**config.mk**
```make
export PLATFORM = sky130hd
export DESIGN_NAME = uart_rx_frame_flat
export DESIGN_NICKNAME = d
export VERILOG_FILES = /design/src/rtl/uart_pkg.sv /design/src/rtl/uart_rx_frame_if.sv /design/src/rtl/uart_rx_sync.sv /design/src/rtl/uart_rx_frame.sv /design/src/flat_wrapper.sv
export SDC_FILE = /design/constraint.sdc
export NUM_CORES = 1
export LEC_CHECK = 0
export BUFFER_PORTS_ARGS = -buffer_cell sky130_fd_sc_hd__buf_2
export CAP_MARGIN = 20
export CORE_MARGIN = 2
export CORE_UTILIZATION = 50
export DETAILED_ROUTE_END_ITERATION = 8
export PLACE_DENSITY = 0.71
export SLEW_MARGIN = 20
export SYNTH_ARGS = -nofsm -noshare
export SYNTH_HDL_FRONTEND = slang
export SYNTH_SLANG_ARGS = --single-unit
export TNS_END_PERCENT = 50
```
**constraint.sdc**
```tcl
create_clock -name clk -period 2.1 [get_ports clk]
set_clock_uncertainty 0.1 [all_clocks]
set_input_delay 0.21 -clock clk [delete_from_list [all_inputs] [get_ports clk]]
set_output_delay 0.21 -clock clk [all_outputs]
set_load 0.005 [all_outputs]
```
**src/rtl/uart_pkg.sv**
```systemverilog
// uart_pkg: shared definitions for the uart_rx_frame receiver.
//   - uart_state_e : receiver state encoding (IDLE, START, DATA, PARITY, STOP)
//   - PAR_*        : parity mode encodings used by the PARITY parameter
//   - baud_cnt()   : clocks per bit from clock in MHz and line rate in bit/s
package uart_pkg;

  typedef enum logic [2:0] {
    ST_IDLE   = 3'd0,
    ST_START  = 3'd1,
    ST_DATA   = 3'd2,
    ST_PARITY = 3'd3,
    ST_STOP   = 3'd4
  } uart_state_e;

  localparam int PAR_NONE = 0;
  localparam int PAR_ODD  = 1;
  localparam int PAR_EVEN = 2;

  // Integer clocks per bit; the fractional remainder is dropped.
  function automatic int baud_cnt(input int clk_mhz, input int baud);
    baud_cnt = (clk_mhz * 32'sd1000000) / baud;
  endfunction

endpackage

```
**src/rtl/uart_rx_frame_if.sv**
```systemverilog
// uart_rx_frame_if: serial line plus received-frame outputs of the receiver.
//   rx_in      : serial line into the receiver (idles high)
//   rx_data    : received word, DATA_BITS wide
//   rx_valid   : one-cycle pulse, rx_data and error flags valid
//   parity_err : parity mismatch on the last frame
//   frame_err  : stop bit sampled low on the last frame
//   rx_busy    : receiver is inside a frame
// master = the receiver, slave = the consumer of received frames.
interface uart_rx_frame_if #(
  parameter int DATA_BITS = 8
);
  logic                 rx_in;
  logic [DATA_BITS-1:0] rx_data;
  logic                 rx_valid;
  logic                 parity_err;
  logic                 frame_err;
  logic                 rx_busy;

  modport master (
    input  rx_in,
    output rx_data, rx_valid, parity_err, frame_err, rx_busy
  );

  modport slave (
    output rx_in,
    input  rx_data, rx_valid, parity_err, frame_err, rx_busy
  );
endinterface

```
**src/rtl/uart_rx_sync.sv**
```systemverilog
// uart_rx_sync: brings the asynchronous rx_in into the clk domain.
//   clk, rst  : system clock, synchronous active-high reset
//   rx_in     : raw serial line
//   rxs       : 2-flop synchronised line (used for start-edge detection)
//   rxs_vote  : value to use at sample points
// Optional build macro UART_RX_MAJORITY_EN: rxs_vote is the majority of the
// current rxs and its two previous values; otherwise rxs_vote equals rxs.
// Both variants present the vote in the same cycle, so sample timing matches.
module uart_rx_sync (
  input  logic clk,
  input  logic rst,
  input  logic rx_in,
  output logic rxs,
  output logic rxs_vote
);

  logic sync1_q, sync1_d;
  logic sync2_q, sync2_d;

  // Next-state of the synchroniser chain.
  always_comb begin
    sync1_d = rx_in;
    sync2_d = sync1_q;
  end

  // Synchroniser flops; reset to the idle-line level so no edge is seen.
  always_ff @(posedge clk) begin
    if (rst) begin
      sync1_q <= 1'b1;
      sync2_q <= 1'b1;
    end else begin
      sync1_q <= sync1_d;
      sync2_q <= sync2_d;
    end
  end

  assign rxs = sync2_q;

`ifdef UART_RX_MAJORITY_EN
  // Two previous rxs values; with the current rxs they form a 3-sample window.
  logic [1:0] hist_q, hist_d;

  function automatic logic maj3(input logic a, input logic b, input logic c);
    maj3 = (a & b) | (a & c) | (b & c);
  endfunction

  // Shift the synced line into the history window.
  always_comb begin
    hist_d = {hist_q[0], sync2_q};
  end

  // History flops, reset to idle-line level.
  always_ff @(posedge clk) begin
    if (rst) begin
      hist_q <= 2'b11;
    end else begin
      hist_q <= hist_d;
    end
  end

  assign rxs_vote = maj3(sync2_q, hist_q[0], hist_q[1]);
`else
  assign rxs_vote = sync2_q;
`endif

endmodule

```
**src/rtl/uart_rx_frame.sv**
```systemverilog
// uart_rx_frame: parametrised UART receiver (start, DATA_BITS data LSB first,
// optional parity, STOP_BITS stop bits).
//   clk, rst : system clock, synchronous active-high reset
//   bus      : uart_rx_frame_if.master (rx_in in; rx_data, rx_valid,
//              parity_err, frame_err, rx_busy out, all registered)
// Optional build macro UART_RX_MAJORITY_EN (see uart_rx_sync): majority-vote
// sampling. Default build samples the synced line directly.
module uart_rx_frame
  import uart_pkg::*;
#(
  parameter int CLK_FREQ  = 50,
  parameter int BAUD_RATE = 115200,
  parameter int DATA_BITS = 8,
  parameter int PARITY    = 0,
  parameter int STOP_BITS = 1
) (
  input logic             clk,
  input logic             rst,
  uart_rx_frame_if.master bus
);

  localparam int BAUD_CNT = baud_cnt(CLK_FREQ, BAUD_RATE);
  localparam int HALF     = BAUD_CNT / 2;
  localparam int CNT_W    = $clog2(BAUD_CNT);
  localparam int IDX_W    = $clog2(DATA_BITS);

  localparam logic [CNT_W-1:0] CNT_ZERO     = {CNT_W{1'b0}};
  localparam logic [CNT_W-1:0] CNT_ONE      = {{(CNT_W-1){1'b0}}, 1'b1};
  localparam logic [CNT_W-1:0] CNT_HALF_END = CNT_W'(HALF - 1);
  localparam logic [CNT_W-1:0] CNT_BIT_END  = CNT_W'(BAUD_CNT - 1);
  localparam logic [IDX_W-1:0] IDX_ZERO     = {IDX_W{1'b0}};
  localparam logic [IDX_W-1:0] IDX_ONE      = {{(IDX_W-1){1'b0}}, 1'b1};
  localparam logic [IDX_W-1:0] IDX_LAST     = IDX_W'(DATA_BITS - 1);
  localparam logic             STOP_LAST    = (STOP_BITS == 2) ? 1'b1 : 1'b0;

  localparam logic [2:0] S_IDLE   = 3'(ST_IDLE);
  localparam logic [2:0] S_START  = 3'(ST_START);
  localparam logic [2:0] S_DATA   = 3'(ST_DATA);
  localparam logic [2:0] S_PARITY = 3'(ST_PARITY);
  localparam logic [2:0] S_STOP   = 3'(ST_STOP);

  generate
    if (DATA_BITS < 5 || DATA_BITS > 9) begin : g_bad_data_bits
      $error("uart_rx_frame: DATA_BITS must be in 5..9");
    end
    if (PARITY < PAR_NONE || PARITY > PAR_EVEN) begin : g_bad_parity
      $error("uart_rx_frame: PARITY must be 0, 1 or 2");
    end
    if (STOP_BITS != 1 && STOP_BITS != 2) begin : g_bad_stop_bits
      $error("uart_rx_frame: STOP_BITS must be 1 or 2");
    end
    if (BAUD_CNT < 8) begin : g_bad_baud
      $error("uart_rx_frame: CLK_FREQ/BAUD_RATE gives fewer than 8 clocks per bit");
    end
  endgenerate

  // 1 when the received parity bit disagrees with the configured mode.
  function automatic logic parity_bad(input logic [DATA_BITS-1:0] data, input logic sample);
    logic ones_odd;
    ones_odd = ^{data, sample};
    case (PARITY)
      PAR_ODD:  parity_bad = ~ones_odd;
      PAR_EVEN: parity_bad = ones_odd;
      default:  parity_bad = 1'b0;
    endcase
  endfunction

  logic rxs, rxs_vote;

  uart_rx_sync u_sync (
    .clk      (clk),
    .rst      (rst),
    .rx_in    (bus.rx_in),
    .rxs      (rxs),
    .rxs_vote (rxs_vote)
  );

  logic [2:0]           state_q, state_d;
  logic [CNT_W-1:0]     cnt_q, cnt_d;
  logic [IDX_W-1:0]     idx_q, idx_d;
  logic                 stop_q, stop_d;
  logic [DATA_BITS-1:0] shift_q, shift_d;
  logic                 pe_pend_q, pe_pend_d;
  logic                 fe_pend_q, fe_pend_d;
  logic                 rxs_prev_q, rxs_prev_d;
  logic [DATA_BITS-1:0] rx_data_q, rx_data_d;
  logic                 rx_valid_q, rx_valid_d;
  logic                 parity_err_q, parity_err_d;
  logic                 frame_err_q, frame_err_d;
  logic                 rx_busy_q, rx_busy_d;

  // Receiver state machine and output staging.
  always_comb begin
    state_d      = state_q;
    cnt_d        = cnt_q;
    idx_d        = idx_q;
    stop_d       = stop_q;
    shift_d      = shift_q;
    pe_pend_d    = pe_pend_q;
    fe_pend_d    = fe_pend_q;
    rx_data_d    = rx_data_q;
    parity_err_d = parity_err_q;
    frame_err_d  = frame_err_q;
    rx_valid_d   = 1'b0;
    rxs_prev_d   = rxs;

    case (state_q)
      S_IDLE: begin
        cnt_d = CNT_ZERO;
        // Falling edge only: a line stuck low after a break cannot re-trigger.
        if (rxs_prev_q && !rxs) begin
          state_d = S_START;
        end else begin
          state_d = S_IDLE;
        end
      end

      S_START: begin
        if (cnt_q == CNT_HALF_END) begin
          cnt_d = CNT_ZERO;
          if (rxs_vote) begin
            state_d = S_IDLE;  // line back high at mid start bit: glitch
          end else begin
            state_d   = S_DATA;
            idx_d     = IDX_ZERO;
            pe_pend_d = 1'b0;
            fe_pend_d = 1'b0;
          end
        end else begin
          cnt_d = cnt_q + CNT_ONE;
        end
      end

      S_DATA: begin
        if (cnt_q == CNT_BIT_END) begin
          cnt_d          = CNT_ZERO;
          shift_d[idx_q] = rxs_vote;
          if (idx_q == IDX_LAST) begin
            idx_d  = IDX_ZERO;
            stop_d = 1'b0;
            if (PARITY != PAR_NONE) begin
              state_d = S_PARITY;
            end else begin
              state_d = S_STOP;
            end
          end else begin
            idx_d = idx_q + IDX_ONE;
          end
        end else begin
          cnt_d = cnt_q + CNT_ONE;
        end
      end

      S_PARITY: begin
        if (cnt_q == CNT_BIT_END) begin
          cnt_d     = CNT_ZERO;
          pe_pend_d = parity_bad(shift_q, rxs_vote);
          stop_d    = 1'b0;
          state_d   = S_STOP;
        end else begin
          cnt_d = cnt_q + CNT_ONE;
        end
      end

      S_STOP: begin
        if (cnt_q == CNT_BIT_END) begin
          cnt_d = CNT_ZERO;
          if (!rxs_vote) begin
            fe_pend_d = 1'b1;
          end else begin
            fe_pend_d = fe_pend_q;
          end
          // Leave at mid last stop bit so a start edge half a bit later is caught.
          if (stop_q == STOP_LAST) begin
            state_d      = S_IDLE;
            stop_d       = 1'b0;
            rx_valid_d   = 1'b1;
            rx_data_d    = shift_q;
            parity_err_d = pe_pend_q;
            frame_err_d  = fe_pend_q | ~rxs_vote;
          end else begin
            stop_d = stop_q + 1'b1;
          end
        end else begin
          cnt_d = cnt_q + CNT_ONE;
        end
      end

      default: begin
        state_d = S_IDLE;
        cnt_d   = CNT_ZERO;
      end
    endcase

    rx_busy_d = (state_d != S_IDLE);
  end

  // State, datapath and registered outputs.
  always_ff @(posedge clk) begin
    if (rst) begin
      state_q      <= S_IDLE;
      cnt_q        <= CNT_ZERO;
      idx_q        <= IDX_ZERO;
      stop_q       <= 1'b0;
      shift_q      <= {DATA_BITS{1'b0}};
      pe_pend_q    <= 1'b0;
      fe_pend_q    <= 1'b0;
      rxs_prev_q   <= 1'b1;
      rx_data_q    <= {DATA_BITS{1'b0}};
      rx_valid_q   <= 1'b0;
      parity_err_q <= 1'b0;
      frame_err_q  <= 1'b0;
      rx_busy_q    <= 1'b0;
    end else begin
      state_q      <= state_d;
      cnt_q        <= cnt_d;
      idx_q        <= idx_d;
      stop_q       <= stop_d;
      shift_q      <= shift_d;
      pe_pend_q    <= pe_pend_d;
      fe_pend_q    <= fe_pend_d;
      rxs_prev_q   <= rxs_prev_d;
      rx_data_q    <= rx_data_d;
      rx_valid_q   <= rx_valid_d;
      parity_err_q <= parity_err_d;
      frame_err_q  <= frame_err_d;
      rx_busy_q    <= rx_busy_d;
    end
  end

  assign bus.rx_data    = rx_data_q;
  assign bus.rx_valid   = rx_valid_q;
  assign bus.parity_err = parity_err_q;
  assign bus.frame_err  = frame_err_q;
  assign bus.rx_busy    = rx_busy_q;

endmodule
```
**src/flat_wrapper.sv**
```systemverilog
// flat-port wrapper written by rule: the top's interface ports become plain ports
module uart_rx_frame_flat import uart_pkg::*;
#(
  parameter int CLK_FREQ  = 50,
  parameter int BAUD_RATE = 115200,
  parameter int DATA_BITS = 8,
  parameter int PARITY    = 0,
  parameter int STOP_BITS = 1
)
  (clk, rst, bus_rx_in, bus_rx_data, bus_rx_valid, bus_parity_err, bus_frame_err, bus_rx_busy);
  uart_rx_frame_if #(.DATA_BITS(DATA_BITS)) bus_i ();
  input logic clk;
  input logic rst;
  input wire logic [$bits(bus_i.rx_in)-1:0] bus_rx_in;
  output wire logic [$bits(bus_i.rx_data)-1:0] bus_rx_data;
  output wire logic [$bits(bus_i.rx_valid)-1:0] bus_rx_valid;
  output wire logic [$bits(bus_i.parity_err)-1:0] bus_parity_err;
  output wire logic [$bits(bus_i.frame_err)-1:0] bus_frame_err;
  output wire logic [$bits(bus_i.rx_busy)-1:0] bus_rx_busy;
  assign bus_i.rx_in = bus_rx_in;
  assign bus_rx_data = bus_i.rx_data;
  assign bus_rx_valid = bus_i.rx_valid;
  assign bus_parity_err = bus_i.parity_err;
  assign bus_frame_err = bus_i.frame_err;
  assign bus_rx_busy = bus_i.rx_busy;
  uart_rx_frame #(.CLK_FREQ(CLK_FREQ), .BAUD_RATE(BAUD_RATE), .DATA_BITS(DATA_BITS), .PARITY(PARITY), .STOP_BITS(STOP_BITS)) u_core (.clk(clk), .rst(rst), .bus(bus_i));
endmodule
```
==> impl_metrics.ini <==
[finish]
fin_nets = 209
synth_to_layout_area_growth_pct = 14.1
post-route-util = 0.587
drive_gt1_frac = 0.238
antennaDiodeCount = 0

[sta]
final_critical_path_setup_slack_ps = 52.4
grt_setup_unrepaired = true
setup-tns-final_ps = 0
hold_viol_final = 0
finalCritPeriodShare = 0.975
timing.final.setup_violations = 0
maxSlewViolCount = 0
clock.fmax_mhz = 488
worst_slack_on_hold_paths_ps = 120
final.min_clock_period_ps = 2050

[global_routing]
global_route.usage.total = 0.180
grt_overflow = 0
pin_count_of_the_biggest_net_entering_global_routing = 18
antenna_found_initial = 0
grt_pass1_vias = 1261
first_pass_grt_wire_length_mm = 5.58

[clock_tree]
cts_htree_levels = 2
post-cts-setup-buffer-count = 0
number_of_clock_sinks_seen_by_cts = 38
clockRootBuffer = sky130_fd_sc_hd__clkbuf_4
cts_tree = yes
clkTransAtPathRegs_ps = 110
worstSkewPairLatency_ps = 330
clockBufferDepth = 2
tritoncts.num_buffers = 5

[die]
chipWidth_um = 62.3
die_y_um = 62.3
floorplan.rows = 21
dieArea_um2 = 3890
design.portCount = 15
core_area_um2 = 3310
initial_utilization = 0.514

[worst_setup_path]
timing_worst_setup_path_type = flip-flop to flip-flop
rrSetupSlack_ps = 50
end_kind = flip-flop
timing.critical_path.from = u_core.cnt_q[1]$_SDFF_PP0_
worstSetupStartpointType = flip-flop
critPathCapture = u_core.idx_q[1]$_SDFFE_PP0P_
worstReg2RegEnd = u_core.idx_q[1]$_SDFFE_PP0P_
worstReg2RegStart = u_core.cnt_q[1]$_SDFF_PP0_
worst_r2r_path_depth = 6
worstPathArrival_ps = 2230
cp.required_ps = 2280
worst-path-max-fanout = 11

[logic_synthesis]
ys_top_cells_by_area = sky130_fd_sc_hd__dfxtp_1, sky130_fd_sc_hd__mux2i_1, sky130_fd_sc_hd__nor2_1
ys.flop_type = sky130_fd_sc_hd__dfxtp_1
synth.most_common_cell = sky130_fd_sc_hd__dfxtp_1
netlist_area_um2 = 1700
synth_top_area_share = 0.447
synthDistinctLibCells = 48
ys_top_cells_by_count = sky130_fd_sc_hd__dfxtp_1, sky130_fd_sc_hd__nor2_1, sky130_fd_sc_hd__mux2i_1
synth_edf_count = 0
ys.warnings.count = 0
synthesized_instance_count = 176
postSynthAreaPerCell_um2 = 9.67
synth-seq-cells = 38
syn_nets = 184
synth_top_cell_by_area = sky130_fd_sc_hd__dfxtp_1
synth_seq_area_share = 0.447
async_reset_ff_frac = 0

[power_and_ir_drop]
power.sequential.fraction = 0.627
power.switching_fraction = 0.225
total_switching_power_uw = 261
powerDensity_nw_per_um2 = 598
report.power.total_mw = 1.16
power_frac_comb = 0.028
p_int_uw = 899
peakVddDrop_uv = 263
clkPwrFrac = 0.344
leakagePower_nw = 0.818

[placement]
buffer_ports.inserted = 13
gp_routability_congestion = 0.827
detailedPlacementHpwl_mm = 2.25
preCtsSetupSlack_ps = 9.37

[drt]
remaining_drc_errors = 0
detail_route.iter0.violations = 46
route.antenna.remaining_nets = 0
routed_wl_mm = 3.13
detail_route.wl_per_cell_um = 12.6
detail_route.vias_per_cell = 5.35
drt_first_pass_iters = 4
detailroute.via_count = 1328

[min_path]
hp-class = input pin to flip-flop

[outcome]
outcome = complete, no violations

[flow_run]
timing.max_cap.violations = 0
-- worst min path at each step --
stage          cells after the start                            endpoint                             start
2_1_floorplan                      1    u_core.u_sync.sync1_q$_SDFF_PP1_                         bus_rx_in
3_3_place_gp                       1        u_core.u_sync.rxs$_SDFF_PP1_  u_core.u_sync.sync1_q$_SDFF_PP1_
3_5_place_dp                       2    u_core.u_sync.sync1_q$_SDFF_PP1_                         bus_rx_in
4_1_cts                            2      u_core.bus.rx_valid$_SDFF_PP0_                               rst
5_1_grt                            2      u_core.bus.rx_valid$_SDFF_PP0_                               rst
6_report                           2  u_core.bus.rx_data[7]$_SDFFE_PP0P_                               rst
-- critical path: stages (launching register included) --
cell	delay [ps]
sky130_fd_sc_hd__dfxtp_1	350
sky130_fd_sc_hd__inv_1	80
sky130_fd_sc_hd__ha_1	190
sky130_fd_sc_hd__nand4bb_2	130
sky130_fd_sc_hd__or4_4	520
sky130_fd_sc_hd__or4_1	490
sky130_fd_sc_hd__a21oi_1	140
-- sequential cells by signal, indices dropped and copies added, names as in the netlist, 3 cells and up --
name,cells
u_core.cnt_q,9
u_core.bus.rx_data,8
u_core.shift_q,8
u_core.idx_q,3
u_core.state_q,3
-- layout by cell type, fill, tap and decap left out, types with 2 or more instances in the layout --
cell	instances
sky130_fd_sc_hd__ha_1	5
sky130_fd_sc_hd__mux2i_1	15
sky130_fd_sc_hd__nor3_1	3
sky130_fd_sc_hd__a21oi_1	6
sky130_fd_sc_hd__nand4_1	3
sky130_fd_sc_hd__nor2_1	23
sky130_fd_sc_hd__nand2_1	14
sky130_fd_sc_hd__inv_1	5
sky130_fd_sc_hd__nand3_1	7
sky130_fd_sc_hd__nor4b_2	3
sky130_fd_sc_hd__xnor2_1	5
sky130_fd_sc_hd__or3_1	3
sky130_fd_sc_hd__nor4_1	2
sky130_fd_sc_hd__clkbuf_4	5
sky130_fd_sc_hd__nor3b_1	2
sky130_fd_sc_hd__buf_2	13
sky130_fd_sc_hd__nand4b_1	3
sky130_fd_sc_hd__or2_2	3
sky130_fd_sc_hd__buf_4	14
sky130_fd_sc_hd__xor2_1	2
sky130_fd_sc_hd__dfxtp_1	38
sky130_fd_sc_hd__o21ai_0	2
-- power groups by stage --
| stage | Combinational, mW | Sequential, mW | Clock, mW |
|---|---|---|---|
| CTS | 0.0327 | 0.728 | 0.413 |
| floorplan | 0.0252 | 0.743 | 0 |
| finish | 0.0330 | 0.728 | 0.400 |
| global placement | 0.0300 | 0.744 | 0 |
| global route | 0.0374 | 0.729 | 0.450 |
| detailed placement | 0.0312 | 0.744 | 0 |
-- cell families (layout without fill, tap and decap cells) --
family | count (synthesis) | count (layout) | synth area share
DFF | 38 | 38 | 0.447
adders and majority gates | 5 | 5 | 0.0368
and+or+nand+nor | 79 | 79 | 0.275
muxes | 15 | 15 | 0.0882
other | 1 | 1 | 0.00220
xor gates and xnor gates | 7 | 7 | 0.0360
AOI/OAI and AO/OA | 16 | 16 | 0.0640
buffers and inverters | 15 | 41 | 0.0507
-- through the flow --
stage | instance area [um2] | std cells
after floorplan | 1700 | 176
after global placement | 1860 | 239
after CTS | 1940 | 248
after global routing | 1940 | 248
after detailed placement | 1860 | 239
final | 1940 | 248
-- layout make-up --
class	instances	area, um2
repair buffers	28	180
inverters	5	18.8
fillers	304	1370
well taps	46	57.6
clock buffers	6	51.3
flip-flops and latches	38	761
clock inverters	2	12.5
multi-input cells	123	861
-- timing repair --
action	CTS	global route
gates resized for setup	0	1
setup endpoints to repair	1	2
pin swaps	1	0
hold buffers	1	0
endpoints found under the hold margin	1	0
-- routing by layer --
metal,vias to the layer above,track usage,wire length [um]
met4,0,0.0806,46
met1,634,0.210,1360
met2,18,0.314,1630
met3,6,0.0417,88
li1,670,-,-
met5,-,0,0
Note: power is estimated with default switching activity, not from simulation.
